--- src/rtl/ir_transmitter_pkg.sv ---
// ============================================================================
// Module      : ir_transmitter_pkg
// Description : Shared protocol constants, state encoding and helpers for the
//               pulse-width IR protocol (transmitter side; the receiver is
//               meant to import the same package).
//               Frame = 4-unit start mark, then 12 data bits LSB first, each
//               a 1-unit (bit 0) or 2-unit (bit 1) mark preceded by a 1-unit
//               space, then a trailing gap.
// Ports       : none (package)
// Revision    : 1.0 - initial release
// ============================================================================
`default_nettype none

package ir_transmitter_pkg;

   // Unit multipliers, in multiples of BASE_PULSE_WIDTH
   localparam int START_UNITS = 4;
   localparam int ZERO_UNITS  = 1;
   localparam int ONE_UNITS   = 2;
   localparam int SPACE_UNITS = 1;

   // Data bits per frame
   localparam int FRAME_BITS  = 12;

   typedef enum logic [2:0] {
      ST_IDLE  = 3'd0,
      ST_START = 3'd1,
      ST_SPACE = 3'd2,
      ST_BIT   = 3'd3,
      ST_GAP   = 3'd4
   } tx_state_t;

   // Longest single interval in units; sizes the duration counter.
   function automatic int max_units(input int gap_units);
      int m;
      m = START_UNITS;
      if (ONE_UNITS > m) m = ONE_UNITS;
      if (gap_units > m) m = gap_units;
      return m;
   endfunction

endpackage

`default_nettype wire

--- src/rtl/ir_transmitter_carrier_gen.sv ---
// ============================================================================
// Module      : ir_carrier_gen
// Description : Gated carrier generator for the IR LED. While enable is high
//               the output toggles every CARRIER_HALF_PERIOD cycles; the
//               phase restarts high on every rising edge of enable. Output is
//               0 whenever enable is low. CARRIER_HALF_PERIOD = 0 passes
//               enable straight through (registered), i.e. no modulation.
//               enable is expected to be the next-cycle mark indication so
//               the registered carrier lines up with the registered envelope.
// Ports       : clk     - clock
//               rst_n   - asynchronous active-low reset
//               enable  - mark indication (next-cycle value)
//               carrier - registered, gated carrier
// Revision    : 1.0 - initial release
// ============================================================================
`default_nettype none

module ir_carrier_gen #(
   parameter int CARRIER_HALF_PERIOD = 625
) (
   input  logic clk,
   input  logic rst_n,
   input  logic enable,
   output logic carrier
);

   generate
      if (CARRIER_HALF_PERIOD == 0) begin : g_unmodulated
         always_ff @(posedge clk or negedge rst_n) begin
            if (!rst_n) carrier <= 1'b0;
            else        carrier <= enable;
         end
      end else begin : g_modulated
         localparam int CNT_W = (CARRIER_HALF_PERIOD > 1) ? $clog2(CARRIER_HALF_PERIOD) : 1;
         localparam logic [CNT_W-1:0] c_half_last = CNT_W'(CARRIER_HALF_PERIOD - 1);

         logic [CNT_W-1:0] r_cnt;
         logic             r_enable_d;

         always_ff @(posedge clk or negedge rst_n) begin
            if (!rst_n) begin
               r_cnt      <= '0;
               r_enable_d <= 1'b0;
               carrier    <= 1'b0;
            end else begin
               r_enable_d <= enable;
               if (!enable) begin
                  r_cnt   <= '0;
                  carrier <= 1'b0;
               end else if (!r_enable_d) begin
                  // New mark: restart with the phase high
                  r_cnt   <= '0;
                  carrier <= 1'b1;
               end else if (r_cnt == c_half_last) begin
                  r_cnt   <= '0;
                  carrier <= ~carrier;
               end else begin
                  r_cnt   <= r_cnt + 1'b1;
               end
            end
         end
      end
   endgenerate

endmodule

`default_nettype wire

--- src/rtl/ir_transmitter.sv ---
// ============================================================================
// Module      : ir_transmitter
// Description : Pulse-width IR frame transmitter. Accepts one 12-bit word per
//               frame through a send/busy handshake and emits the frame as an
//               active-low envelope (receiver polarity) plus an active-high,
//               carrier-modulated LED drive.
// Ports       : clk    - clock
//               rst_n  - asynchronous active-low reset
//               data   - word to send, sampled on the accept cycle only
//               send   - request; accepted on a clock edge while not busy
//               busy   - frame in progress, including the trailing gap
//               done   - one-cycle pulse on the cycle busy falls
//               ir     - envelope, 0 during a mark, idle 1
//               ir_led - LED drive, carrier during a mark, otherwise 0
// Revision    : 1.0 - initial release
// ============================================================================
`default_nettype none

module ir_transmitter
   import ir_transmitter_pkg::*;
#(
   parameter int BASE_PULSE_WIDTH    = 30000,
   parameter int CARRIER_HALF_PERIOD = 625,
   parameter int GAP_UNITS           = 4
) (
   input  logic                  clk,
   input  logic                  rst_n,
   input  logic [FRAME_BITS-1:0] data,
   input  logic                  send,
   output logic                  busy,
   output logic                  done,
   output logic                  ir,
   output logic                  ir_led
);

   localparam int DUR_W = $clog2(max_units(GAP_UNITS) * BASE_PULSE_WIDTH);
   localparam int BIT_W = $clog2(FRAME_BITS + 1);

   // Terminal counts: each interval lasts units*BASE cycles (0 .. N*BASE-1)
   localparam logic [DUR_W-1:0] c_start_last = DUR_W'(START_UNITS * BASE_PULSE_WIDTH - 1);
   localparam logic [DUR_W-1:0] c_space_last = DUR_W'(SPACE_UNITS * BASE_PULSE_WIDTH - 1);
   localparam logic [DUR_W-1:0] c_zero_last  = DUR_W'(ZERO_UNITS  * BASE_PULSE_WIDTH - 1);
   localparam logic [DUR_W-1:0] c_one_last   = DUR_W'(ONE_UNITS   * BASE_PULSE_WIDTH - 1);
   localparam logic [DUR_W-1:0] c_gap_last   = DUR_W'(GAP_UNITS   * BASE_PULSE_WIDTH - 1);
   localparam logic [BIT_W-1:0] c_last_bit   = BIT_W'(FRAME_BITS - 1);

   tx_state_t             r_state;
   logic [DUR_W-1:0]      r_dur;
   logic [BIT_W-1:0]      r_bit_cnt;
   logic [FRAME_BITS-1:0] r_shift;

   tx_state_t             w_state_next;
   logic [DUR_W-1:0]      w_dur_next;
   logic [BIT_W-1:0]      w_bit_next;
   logic [FRAME_BITS-1:0] w_shift_next;
   logic                  w_dur_last;
   logic                  w_done_next;
   logic                  w_busy_next;
   logic                  w_mark_next;

   // End of the current interval
   always_comb begin
      w_dur_last = 1'b0;
      case (r_state)
         ST_START: w_dur_last = (r_dur == c_start_last);
         ST_SPACE: w_dur_last = (r_dur == c_space_last);
         ST_BIT:   w_dur_last = (r_dur == (r_shift[0] ? c_one_last : c_zero_last));
         ST_GAP:   w_dur_last = (r_dur == c_gap_last);
         default:  w_dur_last = 1'b0;
      endcase
   end

   // Next state, datapath next values and next registered outputs
   always_comb begin
      w_state_next = r_state;
      w_dur_next   = r_dur + 1'b1;
      w_bit_next   = r_bit_cnt;
      w_shift_next = r_shift;
      w_done_next  = 1'b0;

      case (r_state)
         ST_IDLE: begin
            w_dur_next = '0;
            // busy is registered from the state, so IDLE here means busy=0
            if (send) begin
               w_state_next = ST_START;
               w_shift_next = data;
               w_bit_next   = '0;
            end
         end
         ST_START: begin
            if (w_dur_last) begin
               w_state_next = ST_SPACE;
               w_dur_next   = '0;
            end
         end
         ST_SPACE: begin
            if (w_dur_last) begin
               w_state_next = ST_BIT;
               w_dur_next   = '0;
            end
         end
         ST_BIT: begin
            if (w_dur_last) begin
               w_dur_next   = '0;
               w_shift_next = {1'b0, r_shift[FRAME_BITS-1:1]};
               w_bit_next   = r_bit_cnt + 1'b1;
               // No space after the last bit: the gap follows directly
               w_state_next = (r_bit_cnt == c_last_bit) ? ST_GAP : ST_SPACE;
            end
         end
         ST_GAP: begin
            if (w_dur_last) begin
               w_state_next = ST_IDLE;
               w_dur_next   = '0;
               w_done_next  = 1'b1;
            end
         end
         default: begin
            w_state_next = ST_IDLE;
            w_dur_next   = '0;
         end
      endcase

      w_mark_next = (w_state_next == ST_START) || (w_state_next == ST_BIT);
      w_busy_next = (w_state_next != ST_IDLE);
   end

   always_ff @(posedge clk or negedge rst_n) begin
      if (!rst_n) begin
         r_state   <= ST_IDLE;
         r_dur     <= '0;
         r_bit_cnt <= '0;
         r_shift   <= '0;
         busy      <= 1'b0;
         done      <= 1'b0;
         ir        <= 1'b1;
      end else begin
         r_state   <= w_state_next;
         r_dur     <= w_dur_next;
         r_bit_cnt <= w_bit_next;
         r_shift   <= w_shift_next;
         busy      <= w_busy_next;
         done      <= w_done_next;
         ir        <= ~w_mark_next;
      end
   end

   // Fed with the next-cycle mark so its registered output aligns with ir
   ir_carrier_gen #(
      .CARRIER_HALF_PERIOD (CARRIER_HALF_PERIOD)
   ) u_carrier (
      .clk     (clk),
      .rst_n   (rst_n),
      .enable  (w_mark_next),
      .carrier (ir_led)
   );

endmodule

`default_nettype wire

--- config.mk ---
export PLATFORM = sky130hd
export DESIGN_NAME = ir_transmitter
export DESIGN_NICKNAME = d
export VERILOG_FILES = /design/src/rtl/ir_transmitter_pkg.sv /design/src/rtl/ir_transmitter_carrier_gen.sv /design/src/rtl/ir_transmitter.sv
export SDC_FILE = /design/constraint.sdc
export NUM_CORES = 1
export LEC_CHECK = 0
export ABC_AREA = 1
export CAP_MARGIN = 20
export CELL_PAD_IN_SITES_DETAIL_PLACEMENT = 0
export CELL_PAD_IN_SITES_GLOBAL_PLACEMENT = 1
export CORE_UTILIZATION = 50
export CTS_BUF_LIST = sky130_fd_sc_hd__clkbuf_2
export DETAILED_ROUTE_END_ITERATION = 8
export PLACE_DENSITY_LB_ADDON = 0.1
export SLEW_MARGIN = 5
export SYNTH_ARGS = -nofsm -noshare
export SYNTH_HDL_FRONTEND = slang
export SYNTH_HIERARCHICAL = 1
export SYNTH_SLANG_ARGS = --single-unit
--- constraint.sdc ---
create_clock -name clk -period 3.2 [get_ports clk]
set_input_delay 0.32 -clock clk [delete_from_list [all_inputs] [get_ports clk]]
set_output_delay 0.32 -clock clk [all_outputs]
set_load 0.05 [all_outputs]
==> reports/qor.csv, run 1 <==
stage;metric;value;unit
final_layout;final net count;405;
global_routing;vias in the first global route;2266;
cts;Resized Gates After CTS;0;
floorplanning;row cnt;27;
cts;CTS HTree Levels;2;
timing;Final Setup Violations;0;
placed_design;Placement Setup Slack;0.652;ns
route;Iter 0 DRT Violations;86;
worst_hold_path;WHS Path Cells;3;
timing;Setup Skew;0.0109;ns
power;NetSw;533;uW
logic_synthesis;Synthesized Nets;386;
cts;Worst-path clk slew;0.25;ns
final_layout;Area Overhead vs Synth;8.70;%
power;PD cells;472;nW/um2
outcome;outcome;complete, no violations;
placed_design;Buffers on Ports;18;
power;Static Leak;1.50;nW
floorplanning;core area;5610;um2
floorplanning;Die Y;78.8;um
final_layout;layout cells sized above 1;0.140;
final_layout;area occupied by multi-input gates;1440;um2
power;Seq pwr share;0.576;
cts;Clock Latency Late Sink;0.43;ns
logic_synthesis;register area share after synthesis;0.433;
power;Logic pwr share;0.250;
logic_synthesis;post-synthesis mux area share;0;
logic_synthesis;Synth cell types;34;
floorplanning;die area;6210;um2
logic_synthesis;Adder-Cell Fraction of Synth Area;0.0170;
final_layout;fill count;570;
timing;setup slack after layout;0.650;ns
logic_synthesis;mapped cell area;2950;um2
worst_hold_path;WHS Endpoint;r_shift[11];
timing;Final Cycle Share;0.797;
global_routing;largest net degree at the start of global routing;37;
logic_synthesis;EDFF count, synth;0;
setup_path;crit start category;flip-flop;
logic_synthesis;YS warnings;6;
floorplanning;# IOs;19;
route;first-pass iteration count of the detailed router;4;
logic_synthesis;synthesized flop and latch total;51;
logic_synthesis;post-synthesis xor/xnor area fraction;0.0446;
global_routing;first-pass GRT wire length;10500;um
cts;CTS tree;yes;
setup_path;Crit Path Category;reg2reg;
route;total number of vias;2325;
timing;worst rel slew slack;0.447;
timing;FMAX;0.392;GHz
job;max cap viols;0;
placed_design;HPWL Detailed;4240;um
power;Clock Power Share;0.174;
logic_synthesis;post-synthesis compound-gate area fraction;0.103;
final_layout;ant diodes;0;
logic_synthesis;Post-Syn Instances;367;
power;Sw Ratio;0.352;
setup_path;R2R Path End;u_carrier/carrier;
setup_path;reg2reg setup slack;0.65;ns
floorplanning;starting density of the core;0.526;
logic_synthesis;Most used DFF post-synth;dfrtp_1;
power;cell internal pwr;980;uW
logic_synthesis;Avg Cell Area, Syn;8.03;um2
cts;clk buf depth;2;
floorplanning;die width;78.8;um
route;DR WL/cell;12.8;um
timing;final setup TNS;0;ns
logic_synthesis;Async SR Flop Fraction;1.00;
route;post-route ant nets;0;
cts;CTS buffer count;5;
setup_path;worst r2r src;r_state[2];
global_routing;global route total overflow;0;
timing;Hold Vio Cnt, Final;0;
logic_synthesis;largest family of logic cells by synthesized area;simple AND/OR/NAND/NOR gates;
timing;Slew Limit Fails;0;
setup_path;CP Data Required Time;3.57;ns
route;drc violations;0;
final_layout;sequential cell area;1280;um2
timing;RSZ-0062 raised after global routing;false;
global_routing;Overall Global Routing Usage;0.218;
worst_hold_path;worst hold path type;in2reg;
setup_path;CP endpoint kind;flip-flop;
setup_path;WP data arrival;2.92;ns
logic_synthesis;Synth Area in Simple Gates;0.323;
timing;Final Critical Period;2.55;ns
global_routing;initial antenna violation count;0;
setup_path;Max FO, Critical Path;14;
route;Avg Vias per Cell;5.07;
cts;root buffer cell;clkbuf_2;
route;WL final;5860;um
worst_hold_path;Hold Startpoint;data[11];
setup_path;R2R cell count;17;
cts;total clock sinks;51;
power;Max IR drop VDD;0.276;mV
timing;measured slew at the worst slew-check pin;0.829;ns
placed_design;Routability Congestion;0.803;
[power groups by stage]
stage          Sequential, mW  Clock (mW)  Combinational [mW]
2_1_floorplan           0.855           0               0.293
3_3_place_gp            0.877           0               0.375
3_5_place_dp            0.881           0               0.377
4_1_cts                 0.869       0.278               0.380
5_1_grt                 0.885       0.297               0.440
6_report                0.870       0.263               0.379
[per-stage QoR]
| stage | area [um2] | util | total power [mW] | std cells | hold slack, ns |
|---|---|---|---|---|---|
| CTS | 3200 | 0.571 | 1.53 | 459 | 0.410 |
| global placement | 3150 | 0.562 | 1.25 | 450 | 0.454 |
| detailed placement | 3150 | 0.562 | 1.26 | 450 | 0.460 |
| finish | 3200 | 0.571 | 1.51 | 459 | 0.443 |
| floorplan | 2950 | - | 1.15 | 367 | 0.0244 |
| global route | 3200 | 0.571 | 1.62 | 459 | 0.443 |
[synth_stat cells (4+ instances only)]
library cell | count | area (um2)
dfrtp_1 | 50 | 1250
ha_1 | 4 | 50.1
a21oi_2 | 12 | 105
or2_2 | 11 | 68.8
nand2_2 | 5 | 31.3
nand3_1 | 35 | 175
xor2_1 | 13 | 114
a21oi_1 | 7 | 35.0
nand2_1 | 57 | 214
nor2_1 | 62 | 233
nor3_1 | 4 | 20.0
nand4_1 | 8 | 50.1
inv_1 | 41 | 154
nor2_2 | 5 | 31.3
o21ai_0 | 21 | 105
clkbuf_1 | 4 | 15.0
[repair_timing]
| item | CTS | global route |
|---|---|---|
| endpoints found under the hold margin | 35 | 0 |
| hold buffers | 1 | 0 |
| setup buffers | 0 | 0 |
[worst max path at each step]
stage / startpoint / end / cells after the start
after floorplan: r_state[0] / u_carrier/carrier / 16
after global placement: r_state[0] / u_carrier/carrier / 15
after detailed placement: r_state[0] / u_carrier/carrier / 15
after CTS: r_state[2] / u_carrier/carrier / 17
after global routing: r_state[0] / u_carrier/carrier / 15
final: r_state[2] / u_carrier/carrier / 17
[cells by family after synthesis]
logic type               after synthesis
AO/OA/AOI/OAI                         48
XOR/XNOR                              15
adder cells (fa/ha/maj)                4
buffers and inverters                 51
flip-flops                            51
AND/OR/NAND/NOR                      198
[worst max-delay path, stage by stage, from the launching register on]
cell	delay (ns)
dfrtp_1	0.53
inv_2	0.17
nand3_1	0.08
buf_4	0.19
nor2_1	0.18
nor2_2	0.08
nand2_1	0.06
nand2_1	0.10
nor2_4	0.22
nand3_1	0.10
nand2_1	0.06
nand3_1	0.13
inv_1	0.12
nand2_1	0.06
inv_1	0.16
nand2_4	0.12
nand2_1	0.07
nand2_1	0.04
[flip-flops by register name, indices dropped and copies added (netlist names)]
name and flops:
r_state 3, r_bit_cnt 4, r_dur 17, busy 1, ir 1, done 1, u_carrier/g_modulated.r_enable_d 1, u_carrier/carrier 1
u_carrier/g_modulated.r_cnt 10, r_shift 12
[metal layers]
metal	wire length, um	share of wire	global-route usage	vias up
li1	-	-	-	1214
met1	2920	0.50	0.294	1071
met2	2680	0.46	0.354	31
met3	187	0.032	0.0379	9
met4	78	0.013	0.0722	0
met5	0	0	0	-
[cell usage in the layout (no fill, tap or decap)]
cell and instances:
a21boi_0 1, a21oi_1 7, a21oi_2 12, a31oi_1 2
buf_2 1, buf_4 2, clkbuf_2 6, clkdlybuf4s50_1 17
clkinv_1 1, clkinv_4 1, dfrtp_1 50, dfstp_2 1
dlygate4sd3_1 1, ha_1 4, inv_1 41, inv_2 1
nand2_1 57, nand2_2 5, nand2_4 2, nand3_1 35
nand3_2 1, nand3_4 2, nand3b_1 1, nand4_1 8
nand4_2 1, nor2_1 62, nor2_2 5, nor2_4 3
nor3_1 4, nor3b_1 1, o211ai_1 2, o21ai_0 21
o21bai_1 2, o31ai_1 1, or2_2 11, xnor2_1 2
xor2_1 13
[layout make-up]
type                    count  share of cell area
multi-input cells         265               0.448
flip-flops and latches     51               0.399
repair buffers             21              0.0625
inverters                  42              0.0492
well taps                  72              0.0281
clock buffers               6             0.00937
clock inverters             2             0.00390
Power figures use the tool's default switching activity.
==> inputs of run 2 (changes only) <==
--- a/config.mk
+++ b/config.mk
@@ -9,7 +9,7 @@
 export CAP_MARGIN = 20
 export CELL_PAD_IN_SITES_DETAIL_PLACEMENT = 0
 export CELL_PAD_IN_SITES_GLOBAL_PLACEMENT = 1
-export CORE_UTILIZATION = 50
+export CORE_UTILIZATION = 42
 export CTS_BUF_LIST = sky130_fd_sc_hd__clkbuf_2
 export DETAILED_ROUTE_END_ITERATION = 8
 export PLACE_DENSITY_LB_ADDON = 0.1
==> constraint.sdc (replaced) <==
create_clock -name clk -period 2.2 [get_ports clk]
set_input_delay 0.22 -clock clk [delete_from_list [all_inputs] [get_ports clk]]
set_output_delay 0.22 -clock clk [all_outputs]
set_load 0.05 [all_outputs]
==> reports/qor.csv, run 2 (synthesis results as in run 1) <==
stage;metric;value;unit
outcome;outcome;complete, no violations;
power;NetSw;770;uW
timing;measured slew at the worst slew-check pin;0.505;ns
timing;Setup Skew;0.00699;ns
timing;Hold Vio Cnt, Final;0;
power;Seq pwr share;0.566;
floorplanning;die width;85.8;um
route;drc violations;0;
route;DR WL/cell;12.1;um
final_layout;Biggest register;r_dur;
setup_path;crit start category;flip-flop;
setup_path;WP data arrival;2.43;ns
worst_hold_path;worst hold path type;in2async;
cts;Clock Latency Late Sink;0.43;ns
final_layout;top flop regs;r_dur x17, r_shift x12, u_carrier/g_modulated.r_cnt x10;
cts;total clock sinks;51;
setup_path;most used cell along the critical path;nand2_1;
timing;Final Setup Violations;0;
power;Static Leak;1.64;nW
global_routing;global route total overflow;0;
job;max cap viols;0;
floorplanning;Die Y;85.8;um
timing;final setup TNS;0;ns
cts;Worst-path clk slew;0.24;ns
floorplanning;core area;6790;um2
cts;clk buf depth;2;
power;Clock Power Share;0.171;
cts;CTS buffer count;5;
final_layout;ant diodes;0;
floorplanning;# IOs;19;
floorplanning;starting density of the core;0.434;
setup_path;CP Cell Sequence;nor2_4 > nand2_4 > nand3_1 > nand2_1 > nor2_1 > nand2_1 > nor2_4 > nand3_1 > nand2_1 > nand3_2 > inv_2 > nand2_1 > inv_2 > nand2_4 > nand2_1 > nand2_1;
global_routing;Overall Global Routing Usage;0.184;
setup_path;R2R cell count;16;
global_routing;first-pass GRT wire length;10700;um
final_layout;most common cell after layout, fill and taps aside;nor2_1;
placed_design;Buffers on Ports;18;
power;Sw Ratio;0.347;
placed_design;Routability Congestion;0.874;
power;cell internal pwr;1.45;mW
timing;worst rel slew slack;0.662;
timing;hold slack;0.259;ns
placed_design;Placement Setup Slack;0.0319;ns
final_layout;max FFs per register;17;
route;first-pass iteration count of the detailed router;5;
setup_path;worst r2r src;r_state[1];
timing;Final Critical Period;2.07;ns
cts;CTS HTree Levels;2;
final_layout;Area Overhead vs Synth;18.5;%
placed_design;placement-stage cell area;3360;um2
setup_path;Worst path slowest cell;dfrtp_2;
route;total number of vias;2422;
timing;Final Cycle Share;0.942;
final_layout;fill count;679;
setup_path;CP max stage delay;0.54;ns
setup_path;Max FO, Critical Path;8;
route;post-route ant nets;0;
setup_path;CP Data Required Time;2.56;ns
route;WL final;6130;um
global_routing;vias in the first global route;2316;
final_layout;Post-Layout Inst Area;3490;um2
setup_path;CP endpoint kind;flip-flop;
global_routing;initial antenna violation count;0;
final_layout;layout cells sized above 1;0.220;
global_routing;largest net degree at the start of global routing;52;
floorplanning;row cnt;30;
setup_path;R2R Path End;u_carrier/carrier;
placed_design;HPWL Detailed;4390;um
cts;root buffer cell;clkbuf_2;
setup_path;reg2reg setup slack;0.13;ns
setup_path;Crit Path Category;reg2reg;
route;Iter 0 DRT Violations;94;
final_layout;final net count;428;
power;PD cells;635;nW/um2
setup_path;Setup crit start;r_state[1];
timing;FMAX;0.483;GHz
power;post-layout power;2.22;mW
cts;CTS tree;yes;
power;Max IR drop VDD;0.234;mV
final_layout;most frequent cells in the layout;nor2_1 (58), nand2_1 (56), dfrtp_1 (48), inv_1 (38), nand3_1 (33);
route;Avg Vias per Cell;4.79;
power;Logic pwr share;0.262;
floorplanning;die area;7360;um2
timing;Slew Limit Fails;0;
timing;setup slack after layout;0.129;ns
-- run 2: layout make-up --
class	instances	area, um2	area share
tap	96	120	0.0344
timing repair buffer	44	418	0.120
inverter	42	158	0.0451
sequential	51	1280	0.366
clock buffer	7	35.0	0.0100
multi-input combinational	265	1480	0.423
clock inverter	1	5.00	0.00143
-- run 2: per-layer routing --
metal  vias up  track usage  wire (um)  part of all wire
met4         0       0.0515         73             0.012
met1      1118        0.252       2980              0.49
li1       1267            -          -                 -
met5         -            0          0                 0
met2        32        0.300       2930              0.48
met3         5       0.0318        141             0.023
-- run 2: power groups by stage --
stage | combinational, mW | clock [mW] | sequential [mW]
floorplan | 0.427 | 0 | 1.24
global placement | 0.575 | 0 | 1.27
detailed placement | 0.575 | 0 | 1.27
CTS | 0.582 | 0.407 | 1.26
global route | 0.681 | 0.444 | 1.29
finish | 0.582 | 0.380 | 1.26
-- run 2: worst max-delay path by stage --
| stage | slack (ns) | endpoint | cells past startpoint |
|---|---|---|---|
| 6_report | 0.13 | u_carrier/carrier | 16 |
| 3_3_place_gp | 0.10 | u_carrier/carrier | 16 |
| 5_1_grt | -0.01 | u_carrier/carrier | 16 |
| 4_1_cts | 0.05 | u_carrier/carrier | 15 |
| 2_1_floorplan | 0.09 | u_carrier/carrier | 16 |
| 3_5_place_dp | 0.03 | u_carrier/carrier | 15 |
-- run 2: worst max-delay path, delay by kind of cell, from the launching register on --
kind	cells	cell delay [ns]
buf+inv	2	0.19
simple gates	14	1.28
flops	1	0.54
-- run 2: repair_timing --
| item | in CTS | in global routing |
|---|---|---|
| pin swaps | 0 | 7 |
| endpoints found under the setup margin | 1 | 27 |
| resized for setup | 2 | 15 |
| hold buffers | 1 | 0 |
| endpoints found under the hold margin | 51 | 0 |
| setup buffers | 0 | 4 |
-- run 2: metrics by stage --
stage | instances | utilization
floorplan | 367 | -
global placement | 493 | 0.495
detailed placement | 493 | 0.495
CTS | 502 | 0.502
global route | 506 | 0.514
finish | 506 | 0.514
